<file path="config.mk">
export PLATFORM = sky130hd
export DESIGN_NAME = alu_result_buffer_flat
export DESIGN_NICKNAME = d
export VERILOG_FILES = /design/src/rtl/alu_result_buffer_if.sv /design/src/rtl/alu_result_buffer.sv /design/src/flat_wrapper.sv
export SDC_FILE = /design/constraint.sdc
export NUM_CORES = 1
export LEC_CHECK = 0
export CAP_MARGIN = 20
export CELL_PAD_IN_SITES_DETAIL_PLACEMENT = 0
export CELL_PAD_IN_SITES_GLOBAL_PLACEMENT = 2
export CORE_UTILIZATION = 31
export CTS_BUF_LIST = sky130_fd_sc_hd__clkbuf_8
export DETAILED_ROUTE_END_ITERATION = 8
export HOLD_SLACK_MARGIN = 0.05
export MAX_ROUTING_LAYER = met4
export PLACE_DENSITY = 0.77
export SLEW_MARGIN = 10
export SYNTH_ARGS = -nofsm -noshare
export SYNTH_HDL_FRONTEND = slang
export SYNTH_SLANG_ARGS = --single-unit
</file>
<file path="constraint.sdc">
create_clock -name clk -period 8.28 [get_ports clk]
set_clock_uncertainty 0.15 [all_clocks]
set_input_delay 2.484 -clock clk [delete_from_list [all_inputs] [get_ports clk]]
set_output_delay 2.484 -clock clk [all_outputs]
set_load 0.02 [all_outputs]
</file>
<file path="src/rtl/alu_result_buffer_if.sv">
// Handshake bundle between the ALU, the result buffer and writeback.
// The buffer uses the slave view; the producer/consumer side uses master.
interface alu_result_buffer_if #(
  parameter int WIDTH   = 32,
  parameter int RD_BITS = 5
);
  logic               in_valid;
  logic               in_ready;
  logic [WIDTH-1:0]   in_s;
  logic               in_z;
  logic               in_cout;
  logic [RD_BITS-1:0] in_rd;
  logic               in_setf;
  logic               flush;
  logic               out_valid;
  logic               out_ready;
  logic [WIDTH-1:0]   out_s;
  logic [RD_BITS-1:0] out_rd;
  logic               flag_z;
  logic               flag_c;

  modport master (
    output in_valid, in_s, in_z, in_cout, in_rd, in_setf, flush, out_ready,
    input  in_ready, out_valid, out_s, out_rd, flag_z, flag_c
  );

  modport slave (
    input  in_valid, in_s, in_z, in_cout, in_rd, in_setf, flush, out_ready,
    output in_ready, out_valid, out_s, out_rd, flag_z, flag_c
  );
endinterface

</file>
<file path="src/rtl/alu_result_buffer.sv">
// 2-entry skid buffer between the ALU and writeback, plus the Z/C flag register.
// Optional ALU_RESULT_CNT_EN adds a saturating retire counter port.
module alu_result_buffer #(
  parameter int WIDTH   = 32,
  parameter int RD_BITS = 5
) (
  input  logic clk,
  input  logic reset,
  alu_result_buffer_if.slave bus
`ifdef ALU_RESULT_CNT_EN
  ,
  output logic [15:0] retire_cnt
`endif
);

  typedef struct packed {
    logic [WIDTH-1:0]   s;
    logic [RD_BITS-1:0] rd;
  } entry_t;

  typedef enum logic [1:0] {EMPTY, ONE, FULL} state_t;

  state_t state;
  entry_t head, tail, in_ent;
  logic   out_valid_q, in_ready_q, flag_z_q, flag_c_q;
  logic   push, pop;

  assign in_ent = '{s: bus.in_s, rd: bus.in_rd};
  assign push   = bus.in_valid & in_ready_q;
  assign pop    = out_valid_q & bus.out_ready;

  // out_valid/in_ready are decoded into registers alongside the state
  always_ff @(posedge clk or posedge reset) begin
    if (reset) begin
      state       <= EMPTY;
      head        <= '0;
      tail        <= '0;
      out_valid_q <= 1'b0;
      in_ready_q  <= 1'b1;
      flag_z_q    <= 1'b0;
      flag_c_q    <= 1'b0;
    end else begin
      // flags track every accepted op, even one discarded by flush
      if (push && bus.in_setf) begin
        flag_z_q <= bus.in_z;
        flag_c_q <= bus.in_cout;
      end
      if (bus.flush) begin
        state       <= EMPTY;
        out_valid_q <= 1'b0;
        in_ready_q  <= 1'b1;
      end else begin
        case (state)
          EMPTY: if (push) begin
            head        <= in_ent;
            state       <= ONE;
            out_valid_q <= 1'b1;
          end
          ONE: begin
            if (push && !pop) begin
              tail       <= in_ent;
              state      <= FULL;
              in_ready_q <= 1'b0;
            end else if (pop && !push) begin
              state       <= EMPTY;
              out_valid_q <= 1'b0;
            end else if (push && pop) begin
              head <= in_ent;
            end
          end
          FULL: if (pop) begin
            head       <= tail;
            state      <= ONE;
            in_ready_q <= 1'b1;
          end
          default: begin
            state       <= EMPTY;
            out_valid_q <= 1'b0;
            in_ready_q  <= 1'b1;
          end
        endcase
      end
    end
  end

  assign bus.in_ready  = in_ready_q;
  assign bus.out_valid = out_valid_q;
  assign bus.out_s     = head.s;
  assign bus.out_rd    = head.rd;
  assign bus.flag_z    = flag_z_q;
  assign bus.flag_c    = flag_c_q;

`ifdef ALU_RESULT_CNT_EN
  // a pop cancelled by flush does not retire anything
  always_ff @(posedge clk or posedge reset) begin
    if (reset)
      retire_cnt <= '0;
    else if (pop && !bus.flush && retire_cnt != 16'hFFFF)
      retire_cnt <= retire_cnt + 16'd1;
  end
`endif

endmodule

</file>
<file path="src/flat_wrapper.sv">
// flat-port wrapper written by rule: the top's interface ports become plain ports
module alu_result_buffer_flat 
#(
  parameter int WIDTH   = 32,
  parameter int RD_BITS = 5
)
  (clk, reset, bus_in_valid, bus_in_s, bus_in_z, bus_in_cout, bus_in_rd, bus_in_setf, bus_flush, bus_out_ready, bus_in_ready, bus_out_valid, bus_out_s, bus_out_rd, bus_flag_z, bus_flag_c);
  alu_result_buffer_if #(.WIDTH(WIDTH), .RD_BITS(RD_BITS)) bus_i ();
  input  logic clk;
  input  logic reset;
  input wire logic [$bits(bus_i.in_valid)-1:0] bus_in_valid;
  input wire logic [$bits(bus_i.in_s)-1:0] bus_in_s;
  input wire logic [$bits(bus_i.in_z)-1:0] bus_in_z;
  input wire logic [$bits(bus_i.in_cout)-1:0] bus_in_cout;
  input wire logic [$bits(bus_i.in_rd)-1:0] bus_in_rd;
  input wire logic [$bits(bus_i.in_setf)-1:0] bus_in_setf;
  input wire logic [$bits(bus_i.flush)-1:0] bus_flush;
  input wire logic [$bits(bus_i.out_ready)-1:0] bus_out_ready;
  output wire logic [$bits(bus_i.in_ready)-1:0] bus_in_ready;
  output wire logic [$bits(bus_i.out_valid)-1:0] bus_out_valid;
  output wire logic [$bits(bus_i.out_s)-1:0] bus_out_s;
  output wire logic [$bits(bus_i.out_rd)-1:0] bus_out_rd;
  output wire logic [$bits(bus_i.flag_z)-1:0] bus_flag_z;
  output wire logic [$bits(bus_i.flag_c)-1:0] bus_flag_c;
  assign bus_i.in_valid = bus_in_valid;
  assign bus_i.in_s = bus_in_s;
  assign bus_i.in_z = bus_in_z;
  assign bus_i.in_cout = bus_in_cout;
  assign bus_i.in_rd = bus_in_rd;
  assign bus_i.in_setf = bus_in_setf;
  assign bus_i.flush = bus_flush;
  assign bus_i.out_ready = bus_out_ready;
  assign bus_in_ready = bus_i.in_ready;
  assign bus_out_valid = bus_i.out_valid;
  assign bus_out_s = bus_i.out_s;
  assign bus_out_rd = bus_i.out_rd;
  assign bus_flag_z = bus_i.flag_z;
  assign bus_flag_c = bus_i.flag_c;
  alu_result_buffer #(.WIDTH(WIDTH), .RD_BITS(RD_BITS)) u_core (.clk(clk), .reset(reset), .bus(bus_i));
endmodule
</file>
### Yosys cells after proc, flatten, opt, wreduce, memory -nomap -nowiden

Cells that the tools add are included.

* $add $sub $neg: 0
* multiply operators: 0
* divide/modulo/power cells: 0
* $lt $le $gt $ge: 0
* eq/ne operators: 15
* shift-type cells: 0
* muxes and demuxes: 21
* bitwise operators: 3
* reduce and logical (&&, ||, !) cells: 13

Operators by type and width (number)
* $mux W37: 5
* $pmux W37 S3: 1
* $ne A3 B2 Y1 const B: 4
* $mux W2: 5
* $reduce_and A3 Y1: 3
* $ne A2 B2 Y1 const B: 4
* $mux W1: 7
* $reduce_and A7 Y1: 1
* $ne A2 B1 Y1 const B: 3
* $pmux W1 S3: 2
* $pmux W2 S3: 1
* $logic_and A1 B1 Y1: 4
* $ne A4 B2 Y1 const B: 1
* $reduce_and A4 Y1: 1
* $ne A3 B3 Y1 const B: 1
* $reduce_bool A3 Y1: 1
* $and A1 B1 Y1: 2
* $eq A2 B1 Y1 const B: 1
* $eq A2 B2 Y1 const B: 1
* $logic_not A1 Y1: 2
* $logic_not A2 Y1: 1
* $not A1 Y1: 1

* bits in registers: 80
* bits in latches: 0
* RAM bits: 0
* bits in read-only memories: 0
* input port bits: 45
* output and inout bits: 41
* logic and storage cells: 61
* memories: 0

### Logic depth before layout (Yosys ltp)

* depth in word-level cells: 7
* depth in mapped cells: 8
* depth with buffers taken out: 6

### Least setup slack after synthesis

Ideal clock, no wire load.

* kind: input-to-reg
* from: in bus_in_valid
* to: reg u_core.head (netlist bit u_core.bus.out_rd[4])
* setup time: 0.125 ns
* data arrival time: 3.900 ns
* setup slack: 4.105 ns
* stages on the path: 8
* buffers on the path: 2
* cell sequence: and2_1 -> inv_1 -> ha_1 -> nor4bb_1 -> o32a_1 -> buf_6 -> buf_12 -> mux2_4

* longest elaborated chain between the ends: 5
* elaborated cells on any way between the ends: 10

Ends and longest elaborated chain
* start, declared: RTL line flat_wrapper.sv:11 `input wire logic [$bits(bus_i.in_valid)-1:0] bus_in_valid;`
* $and A1 B1 Y1 *: RTL line alu_result_buffer.sv:29 `assign push = bus.in_valid & in_ready_q;`
* $logic_not A1 Y1: RTL line alu_result_buffer.sv:64 `end else if (pop && !push) begin`
* $logic_and A1 B1 Y1: RTL line alu_result_buffer.sv:64
* $ne A2 B2 Y1 (no source line)
* $reduce_and A7 Y1 (no source line) *
* end signal, assigned: RTL line alu_result_buffer.sv:55 `head <= in_ent;`
* end signal, assigned: RTL line alu_result_buffer.sv:68 `head <= in_ent;`
* end signal, assigned: RTL line alu_result_buffer.sv:72 `head <= tail;`
* end, declared: RTL line alu_result_buffer.sv:24 `entry_t head, tail, in_ent;`

Mark *: on every way between the ends. The rest lies on a longest branch, timed or not.
A chain may end at the register's enable or synchronous reset.

### Final worst setup path

* from: in bus_in_valid
* to: reg u_core.head (netlist bit u_core.bus.out_rd[1])

Same word-level chain as after synthesis.

==> results.sh <==
export IMPL_hold_depth=1
export IMPL_coreArea_um2=11610
export IMPL_yosysWarnings=0
export IMPL_netlist_instances=240
export IMPL_synthDistinctLibCells=30
export IMPL_grt_pass1_wl_mm=12.25
export IMPL_path_buf_inv=3
export IMPL_layout_nets=375
export IMPL_syn_area_per_cell_um2=15.72
export IMPL_firstDrtPassIters=6
export IMPL_clock_path_buffers=2
export IMPL_holdWs_ps=354.8
export IMPL_io_pins=86
export IMPL_regArea_um2=2003
export IMPL_synthMuxAreaShare_pct=36.72
export IMPL_cp_start_kind="primary input"
export IMPL_rsz0062_at_grt="false"
export IMPL_seq_area_frac_synth_pct=53.10
export IMPL_die_h_um=112.3
export IMPL_cts_tree="yes"
export IMPL_min_period_ps=5082
export IMPL_io_buffers=85
export IMPL_cts_sinks=80
export IMPL_cts_buffers=9
export IMPL_clk_pin_slew_ps=80
export IMPL_die_area_um2=12610
export IMPL_critPathArrivalTime_ps=5160
export IMPL_synthXorXnorAreaFrac_pct=0
export IMPL_cts_hold_buf=0
export IMPL_setup_viol=0
export IMPL_p_leak_nw=2.093
export IMPL_cts_root_buffer="clkbuf_8"
export IMPL_dp_cells=458
export IMPL_vias=2187
export IMPL_critPathSlowestCell="o32a_2"
export IMPL_synth_simple_gate_area_share_pct=2.985
export IMPL_synth_fa_ha_area_share_pct=0.9950
export IMPL_post_cts_buffers=0
export IMPL_synth_area_um2=3772
export IMPL_synth_top_family_by_area="multiplexers"
export IMPL_syn_to_final_growth_pct=30.35
export IMPL_reg2reg_depth=7
export IMPL_syn_nets=288
export IMPL_synth_seq_cells=80
export IMPL_drtAntennaViolNets=0
export IMPL_cellPowerDensity_nw_per_um2=309.0
export IMPL_hp_class="reg -> reg"
export IMPL_endpoint_kind="flip-flop"
export IMPL_row_count=39
export IMPL_post_drt_wl_per_cell_um=15.58
export IMPL_path_depth=8
export IMPL_grt_overflow=0
export IMPL_wirelength_mm=7.402
export IMPL_fmax_ghz=0.1968
export IMPL_max_cap_violations=0
export IMPL_post_dp_hpwl_mm=4.713
export IMPL_status="complete, but fails checks"
export IMPL_relSlewSlack_pct=59.95
export IMPL_hold_viol=0
export IMPL_required_ps=8360
export IMPL_track_usage_pct=13.08
export IMPL_cts_resized=0
export IMPL_die_w_um=112.3
export IMPL_initial_utilization_pct=32.48
export IMPL_n_antenna_cell=0
export IMPL_drt_iter0_drc=73
export IMPL_cp_top_family="buffers and inverters"
export IMPL_slew_viol_final=0
export IMPL_antenna_found_initial=0
export IMPL_tightest_slew_ps=600.4
export IMPL_instances_no_fill=475
export IMPL_vias_per_cell=4.604
export IMPL_finalCritPeriodShare_pct=61.37
export IMPL_tns_ps=0
export IMPL_multi_input_area_um2=1610
export IMPL_crit_fanout=21
export IMPL_post_place_ws_ps=2786
export IMPL_htree_levels=3
export IMPL_fin_ws_ps=3198
export IMPL_final_util_pct=42.34
export IMPL_fillers=1094
export IMPL_grt_pass1_vias=2283
export IMPL_place_congestion=0.7281
export IMPL_worstPathCellList="clkdlybuf4s50_1, and2_1, inv_1, ha_1, nor4bb_1, o32a_2, buf_4, mux2_2"
export IMPL_synth_compound_area_share_pct=1.791
export IMPL_critical_path_class="in -> reg"
export IMPL_layout_drive_gt1_share_pct=41.27
export IMPL_drc_errors=8
export IMPL_failed_checks="DRC"
export IMPL_irDropWorstVdd_mv=0.1379
export IMPL_slowest_delay_ps=580
export IMPL_clk_latency_ps=350
export IMPL_grt_max_degree=81
## flip-flops by register name, summed over array words and instances (netlist names)
signal / cells
u_core.tail: 37
u_core.bus.out_s: 32
u_core.bus.flag_c: 1
u_core.bus.out_rd: 5
u_core.state: 2
u_core.bus.in_ready: 1
u_core.bus.out_valid: 1
u_core.bus.flag_z: 1
## cells in the mapped netlist (all sizes together)
| cell | instances | area, um^2 |
|---|---|---|
| o32a | 1 | 10.01 |
| a2bb2oi | 1 | 8.760 |
| nor4b | 1 | 8.760 |
| nand2b | 1 | 13.76 |
| nand3b | 2 | 15.01 |
| a211oi | 1 | 7.510 |
| o21bai | 1 | 7.510 |
| nor3b | 1 | 7.510 |
| o21ba | 1 | 10.01 |
| inv | 5 | 18.77 |
| ha | 3 | 37.54 |
| nor3 | 1 | 5.000 |
| nor4bb | 1 | 10.01 |
| nor2 | 2 | 7.510 |
| and2 | 1 | 6.260 |
| mux2 | 113 | 1385 |
| nand2 | 3 | 11.26 |
| dfstp | 1 | 26.28 |
| a21oi | 3 | 15.01 |
| nand3 | 1 | 5.000 |
| dfrtp | 79 | 1977 |
| buf | 14 | 147.6 |
| a21o | 1 | 8.760 |
| and3b | 1 | 10.01 |
| and4bb | 1 | 12.51 |
## area by class of cell
| class | instances | share of cell area (%) |
|---|---|---|
| Clock inverter | 6 | 1.196 |
| Sequential cell | 80 | 40.74 |
| Inverter | 5 | 0.4071 |
| Timing Repair Buffer | 90 | 18.47 |
| Clock buffer | 10 | 2.799 |
| Tap cell | 143 | 3.639 |
| Multi-Input combinational cell | 141 | 32.75 |
## stage by stage
stage / total power, mW / instance area (um^2)
6_report: 1.519 / 4917
5_1_grt: 1.613 / 4917
4_1_cts: 1.546 / 4890
3_5_place_dp: 1.245 / 4693
3_3_place_gp: 1.233 / 4693
2_1_floorplan: 1.009 / 3772
## layer usage
metal,track usage (%),vias to the layer above,share of wire [%]
met2,19.38,60,46
li1,-,1032,-
met3,4.536,9,6.1
met5,-,-,0
met1,16.60,1086,47
met4,4.533,0,1.4
## cells by family (layout without fill, tap and decap cells)
family / Yosys count / in the layout
AOI/OAI and AO/OA: 9 / 9
adders and majority gates: 3 / 3
buffers and inverters: 19 / 111
DFF: 80 / 80
muxes: 113 / 113
and+or+nand+nor: 16 / 16
## worst reg2reg max path: stages, from the launching register on
cell and delay (ps):
dfstp_2 580, and2_1 210, inv_1 60, ha_1 190, nor4bb_1 280, o32a_2 580, buf_4 490, mux2_2 380
## report_power, final
group          internal [mW]  switching [mW]  leakage (nW)
Sequential             0.565          0.0907         0.956
Clock                  0.146           0.142         0.106
Combinational          0.349           0.226          1.03
## cells in the final DEF, fill, tap and decap left out, drive strengths merged, types with 3 or more instances in the layout
| cell | Yosys | routed |
|---|---|---|
| nand2 | 3 | 3 |
| buf | 14 | 5 |
| a21oi | 3 | 3 |
| mux2 | 113 | 113 |
| inv | 5 | 4 |
| clkdlybuf4s50 | 0 | 85 |
| clkbuf | 0 | 10 |
| clkinv | 0 | 6 |
| ha | 3 | 3 |
| dfrtp | 79 | 79 |
## final timing paths
kind / startpoint / end / slack (ps)
max reg2reg: u_core.bus.in_ready / u_core.bus.out_rd[1] / 5240
max: bus_in_valid / u_core.bus.out_rd[1] / 3200
min reg2reg: u_core.bus.flag_c / u_core.bus.flag_c / 350
min in group asynchronous: reset / u_core.tail[14] / 2390
max in group asynchronous: reset / u_core.tail[32] / 5000
min: u_core.bus.flag_c / u_core.bus.flag_c / 350
No activity file was read; power rests on OpenSTA's default activity.
